File: src/rtl/addr_gen.sv
// Upstream address source for adu: assembles a 16-bit address from two bus bytes
// (low first) or steps the current address by +/-1, strobing we when a changes.
module addr_gen #(
    parameter logic [15:0] RESET_VEC = 16'h0000,
    localparam int unsigned AW = 16,
    localparam int unsigned DW = 8
) (
    input  logic          clk,
    input  logic          rst,
    input  logic [DW-1:0] d,
    input  logic          d_valid,
    output logic          d_ready,
    input  logic          ld,
    input  logic          inc,
    input  logic          dec,
    output logic [AW-1:0] a,
    output logic          we,
    output logic          busy,
    output logic          wrap
);

    typedef enum logic [1:0] {
        IDLE   = 2'd0,
        GET_LO = 2'd1,
        GET_HI = 2'd2,
        COMMIT = 2'd3
    } state_t;

    state_t          state;
    state_t          state_nxt;
    logic [DW-1:0]   lo_stg;
    logic [DW-1:0]   hi_stg;
    logic            step_up;
    logic            step_dn;
    logic            take_lo;
    logic            take_hi;

    // State register
    always_ff @(posedge clk) begin
        if (rst) begin
            state <= IDLE;
        end else begin
            state <= state_nxt;
        end
    end

    // Next-state logic; ld wins over inc/dec in IDLE
    always_comb begin
        state_nxt = state;
        case (state)
            IDLE:    if (ld)      state_nxt = GET_LO;
            GET_LO:  if (d_valid) state_nxt = GET_HI;
            GET_HI:  if (d_valid) state_nxt = COMMIT;
            COMMIT:               state_nxt = IDLE;
            default:              state_nxt = IDLE;
        endcase
    end

    // Outputs and datapath enables, decoded from registered state plus step inputs
    always_comb begin
        d_ready = 1'b0;
        busy    = 1'b0;
        step_up = 1'b0;
        step_dn = 1'b0;
        take_lo = 1'b0;
        take_hi = 1'b0;
        case (state)
            IDLE: begin
                step_up = !ld && inc && !dec;
                step_dn = !ld && dec && !inc;
            end
            GET_LO: begin
                d_ready = 1'b1;
                busy    = 1'b1;
                take_lo = d_valid;
            end
            GET_HI: begin
                d_ready = 1'b1;
                busy    = 1'b1;
                take_hi = d_valid;
            end
            COMMIT: begin
                busy = 1'b1;
            end
            default: begin
                busy = 1'b1;
            end
        endcase
    end

    // Address, staging bytes and strobes; we/wrap default low every cycle
    always_ff @(posedge clk) begin
        if (rst) begin
            a      <= RESET_VEC;
            lo_stg <= '0;
            hi_stg <= '0;
            we     <= 1'b0;
            wrap   <= 1'b0;
        end else begin
            we   <= 1'b0;
            wrap <= 1'b0;
            if (step_up) begin
                a    <= a + AW'(1);
                we   <= 1'b1;
                wrap <= (a == '1);
            end else if (step_dn) begin
                a    <= a - AW'(1);
                we   <= 1'b1;
                wrap <= (a == '0);
            end else if (state == COMMIT) begin
                a  <= {hi_stg, lo_stg};
                we <= 1'b1;
            end
            if (take_lo) lo_stg <= d;
            if (take_hi) hi_stg <= d;
        end
    end

endmodule
File: config.mk
export PLATFORM = sky130hd
export DESIGN_NAME = addr_gen
export DESIGN_NICKNAME = d
export VERILOG_FILES = /design/src/rtl/addr_gen.sv
export SDC_FILE = /design/constraint.sdc
export NUM_CORES = 1
export LEC_CHECK = 0
export CORE_ASPECT_RATIO = 2
export CORE_MARGIN = 2
export CORE_UTILIZATION = 55
export CTS_CLUSTER_DIAMETER = 150
export DETAILED_ROUTE_END_ITERATION = 10
export PLACE_DENSITY = 0.8
export SYNTH_ARGS = -nofsm -noshare
export SYNTH_HDL_FRONTEND = slang
export SYNTH_SLANG_ARGS = --single-unit
File: constraint.sdc
create_clock -name clk -period 2.1 [get_ports clk]
set_input_delay 0.42 -clock clk [delete_from_list [all_inputs] [get_ports clk]]
set_output_delay 0.42 -clock clk [all_outputs]
set_load 0.005 [all_outputs]
---- After elaboration in Yosys (flattened, before gate mapping) ----
Cells that the tools add are included.
word-level totals
  register bits ........................... 36
  bits of input ports ..................... 14
  output and inout bits ................... 20
cells by class
  reduce and logical (&&, ||, !) cells .... 13
  multiplexer cells ....................... 18
  add/sub/neg operators ................... 2
  eq/ne operators ......................... 7
operator list
  kind                   number
  $mux 16                3
  $add 16x1->16 const B  1
  $eq 16x16->1 const B   1
  $logic_not 16->1       1
  $sub 16x1->16 const B  1
  $mux 1                 11
  $pmux 2 s4             1
  $mux 2                 3
  $ne 2x2->1 const B     3
  $eq 2x2->1 const B     2
  $logic_and 1x1->1      4
  $logic_not 1->1        3
  $reduce_and 3->1       1
  $reduce_bool 3->1      1
  $reduce_or 3->1        1
  $eq 2x1->1 const B     1
  $logic_not 2->1        1
  $reduce_or 2->1        1

---- Depth between registers and ports, before layout ----
  depth after elaboration ................. 6
  mapped depth ............................ 9
  gate-level depth less buffers ........... 7

---- Worst setup path after synthesis ----
OpenSTA, ideal clock, no wires.
  kind .................................... register -> register
  from .................................... register a[0]
  to ...................................... register a[12]
  data required time ...................... 2026 ps
  period minus slack after synthesis ...... 1782 ps
  path slack .............................. 318 ps
  data arrival time ....................... 1708 ps
  stages on the path, launching flop included .. 6
  buffers on the path ..................... 0
  library setup time ...................... 74 ps
  path through ............................ dfxtp_1 ha_1 nand3_1 or3_1 or4_1 a31oi_1
on the way
  cells in the longest elaborated chain, start to end .. 3
RTL lines
  what                    RTL line  source
  start, declared         16        output logic [AW-1:0] a,
  start signal, assigned  103       a <= a + AW'(1);
  start signal, assigned  107       a <= a - AW'(1);
  start signal, assigned  111       a <= {hi_stg, lo_stg};
  $sub 16x1->16           107
  $mux 16                 106       end else if (step_dn) begin
  $mux 16 *               102       if (step_up) begin
Every way passes the cells marked *; elsewhere a longest branch is shown, timed or not.
A chain may end at the register's enable or synchronous reset.

---- Worst setup path in the final report ----
  from .................................... register state[0]
  to ...................................... output d_ready
on the way
  cells in the longest elaborated chain, start to end .. 3
RTL lines
  what                                             RTL line  source
  start, declared                                  29        state_t state;
  start signal, assigned                           43        state <= state_nxt;
  $eq 2x2->1 / $eq 2x1->1 (equally long branches)  67        case (state)
  $reduce_or 2->1 (no source line) *               -
  $mux 1 *                                         67
  end, declared                                    12        output logic d_ready,
Marks and branches as above.

==> summary.txt <==
Status -> finished, final reports clean
CTS clk-pin slew, worst paths -> 0.07 ns
Final setup viols -> 0
Clk_skew -> 0.00527 ns
CP arrival -> 1.60 ns
Row cnt -> 33
Placed wire-length estimate -> 5010 um
Yosys top cell by area -> dfxtp_1
Initial core utilization -> 57.6%
RR Endpoint -> a[3]
Synth Flop Type -> dfxtp_1
CTS tree -> yes
Number of DRC markers in iteration 0 -> 67
Sequential element share of the synthesized area -> 30.3%
R2r setup slk -> 0.18 ns
DR WL/cell -> 16.0 um
Unique cell type count in the Yosys netlist -> 53
Critical path type -> reg2out
Worst-Skew Late Latency -> 0.29 ns
Avg Cell Area, Syn -> 7.53 um2
Io pins -> 34
Clock sink count -> 36
Pwr dens -> 1030 nW/um2
Mapped Cells -> 316
Hold wc startpoint -> lo_stg[2]
Storage element area -> 723 um2
Critical path endpoint category -> output port
DRC -> 0
Cells after DPL -> 399
Final hold violations -> 0
Gr ovfl total -> 0
Hold Path Class -> reg2reg
Vias in the first global route -> 2,384
Dominant cell by count in the synthesized netlist -> a21oi_1
Die Height -> 97 um
Min-Delay Endpoint -> lo_stg[2]
Initial antenna violation count -> 0
Die Wd -> 50.5 um
Post-CTS Hold Buffers -> 0
Worst-Margin Slew -> 0.498 ns
Post-route ant nets -> 0
DRT Pass-1 Iters -> 4
Area contributors post-synth -> dfxtp_1 30%, a21oi_1 8.6%, o21ai_0 5.9%
Final worst path period share -> 96.1%
DR vias -> 2,484
Syn_nets -> 337
Post-synth EDFFs -> 0
Post-CTS setup buffer count -> 0
Yosys reg bits -> 36
Top cells by count, synth -> 41 x a21oi_1, 36 x dfxtp_1, 31 x nand2_1
Port bufs -> 33
TritonCTS buffer count -> 5
Yosys warns -> 0
Setup crit start kind -> register
Htree depth -> 2
Cell area after synthesis -> 2380 um2
Max Root-Sink Buffers -> 2
First-pass GRT wire length -> 10,900 um
RSZ-0062 raised after global routing -> no
VDD IR-drop max -> 919 uV
CTS root buffer -> clkbuf_8
Max frequency -> 0.496 GHz
Largest net degree at the start of global routing -> 22
Area Overhead vs Synth -> 24.5%
# nets final -> 375
Synth top area share -> 30.3%
Non-Filler Instances -> 406
Reg2reg start -> state[0]
Setup WS post-layout -> 0.0825 ns
Area of the multi-input gates -> 1520 um2
Gpl congestion -> 0.924
Worst-path fanout max -> 4
Overall Power -> 0.00305 W
Core Footprint -> 4130 um2
Fraction of registers with async set or reset after synthesis -> 0%
ANT cells -> 0
Fill count -> 357
Setup TNS -> 0 ns
Maxcap violations -> 0
Lkg Pwr -> 1.02 nW
Layout cells sized above 1 -> 13.0%
Tmin final -> 2.02 ns
Critical Path RT -> 1.68 ns
Pre-CTS setup slack -> -0.0730 ns
Vias per cell -> 6.12
WL final -> 6480 um
Gr usage total -> 28.5%
Die area -> 4900 um2
Slew HR -> 66.8%
Worst r2r path cells -> 8
Hold Crit Depth -> 2
Slew Limit Fails -> 0
per-stage QoR:
| step | utilization, % | area, um2 | hold slack (ns) |
|---|---|---|---|
| final | 71.7 | 2960 | 0.453 |
| after global placement | 68.8 | 2840 | 0.441 |
| after floorplan | - | 2380 | 0.432 |
| after global routing | 71.7 | 2960 | 0.467 |
| after CTS | 71.1 | 2940 | 0.453 |
| after detailed placement | 68.8 | 2840 | 0.444 |
placed cells by master, fill, tap and decap left out, types with 2 or more instances in the layout:
| master | count |
|---|---|
| a221oi_1 | 3 |
| and3_1 | 5 |
| o2bb2ai_1 | 7 |
| inv_1 | 7 |
| ha_1 | 6 |
| nor3_1 | 7 |
| nand4b_1 | 2 |
| xnor2_1 | 9 |
| nand4_1 | 5 |
| or3_1 | 4 |
| buf_4 | 26 |
| a211oi_1 | 4 |
| a21oi_1 | 41 |
| nor2_1 | 15 |
| clkdlybuf4s50_1 | 33 |
| dfxtp_2 | 2 |
| clkbuf_8 | 7 |
| nor4_4 | 2 |
| o31ai_1 | 2 |
| o21ai_0 | 28 |
| nor4_1 | 3 |
| nand2_1 | 31 |
| nor3b_1 | 3 |
| a31oi_1 | 8 |
| nand3b_1 | 2 |
| xor2_1 | 3 |
| nand3_1 | 27 |
| dfxtp_1 | 34 |
report_power, final:
| group | leakage (nW) | switching [W] | total [W] | internal (W) |
|---|---|---|---|---|
| Combinational | 0.675 | 0.000780 | 0.00153 | 0.000754 |
| Clock | 0.0503 | 0.000246 | 0.000538 | 0.000292 |
| Sequential | 0.294 | 0.000180 | 0.000979 | 0.000800 |
| Total | 1.02 | 0.00121 | 0.00305 | 0.00185 |
flip-flops by register name, indices dropped and copies added (netlist names):
signal	flops
a	16
hi_stg	8
lo_stg	8
state	2
we	1
wrap	1
worst max-delay path by stage:
stage	from	end	slack, ns	depth (start not counted)
floorplan	a[0]	a[12]	0.32	5
global placement	inc	a[4]	-0.03	7
detailed placement	inc	a[4]	-0.07	7
CTS	state[0]	busy	0.04	4
global route	state[0]	a[3]	0.01	8
finish	state[0]	d_ready	0.08	3
cells by family (layout without fill, tap and decap cells):
logic type      Yosys count  in the layout  synth area share [%]
simple gates            120            120                  28.2
flops                    36             36                  30.3
buf+inv                  35             73                  6.52
xor+xnor                 12             12                  4.42
mux                       1              1                 0.421
fa+ha+maj                 7              7                  3.68
compound gates          105            105                  26.5
per-layer routing:
| metal | up-vias | part of all wire [%] | global-route usage, % |
|---|---|---|---|
| met1 | 1152 | 35 | 28.5 |
| met5 | - | 0 | 0 |
| met3 | 26 | 4.5 | 4.01 |
| li1 | 1230 | - | - |
| met4 | 0 | 5.5 | 17.9 |
| met2 | 76 | 55 | 52.1 |
critical path, cell delays in order (launching register included):
cell and delay [ns]:
dfxtp_1 0.38, inv_1 0.11, ha_2 0.33, clkdlybuf4s50_1 0.49
area by class of cell:
type / count / share of cell area, %
Inverter: 7 / 0.888
Timing Repair Buffer: 59 / 17.8
Tap cell: 52 / 2.20
Clock buffer: 7 / 3.25
Multi-Input combinational cell: 245 / 51.5
Sequential cell: 36 / 24.4
timing repair:
action                     CTS  global route
hold endpoints to repair     0             0
gates resized for setup      0             7
setup endpoints to repair    0             8
(Power assumes the default switching activity.)
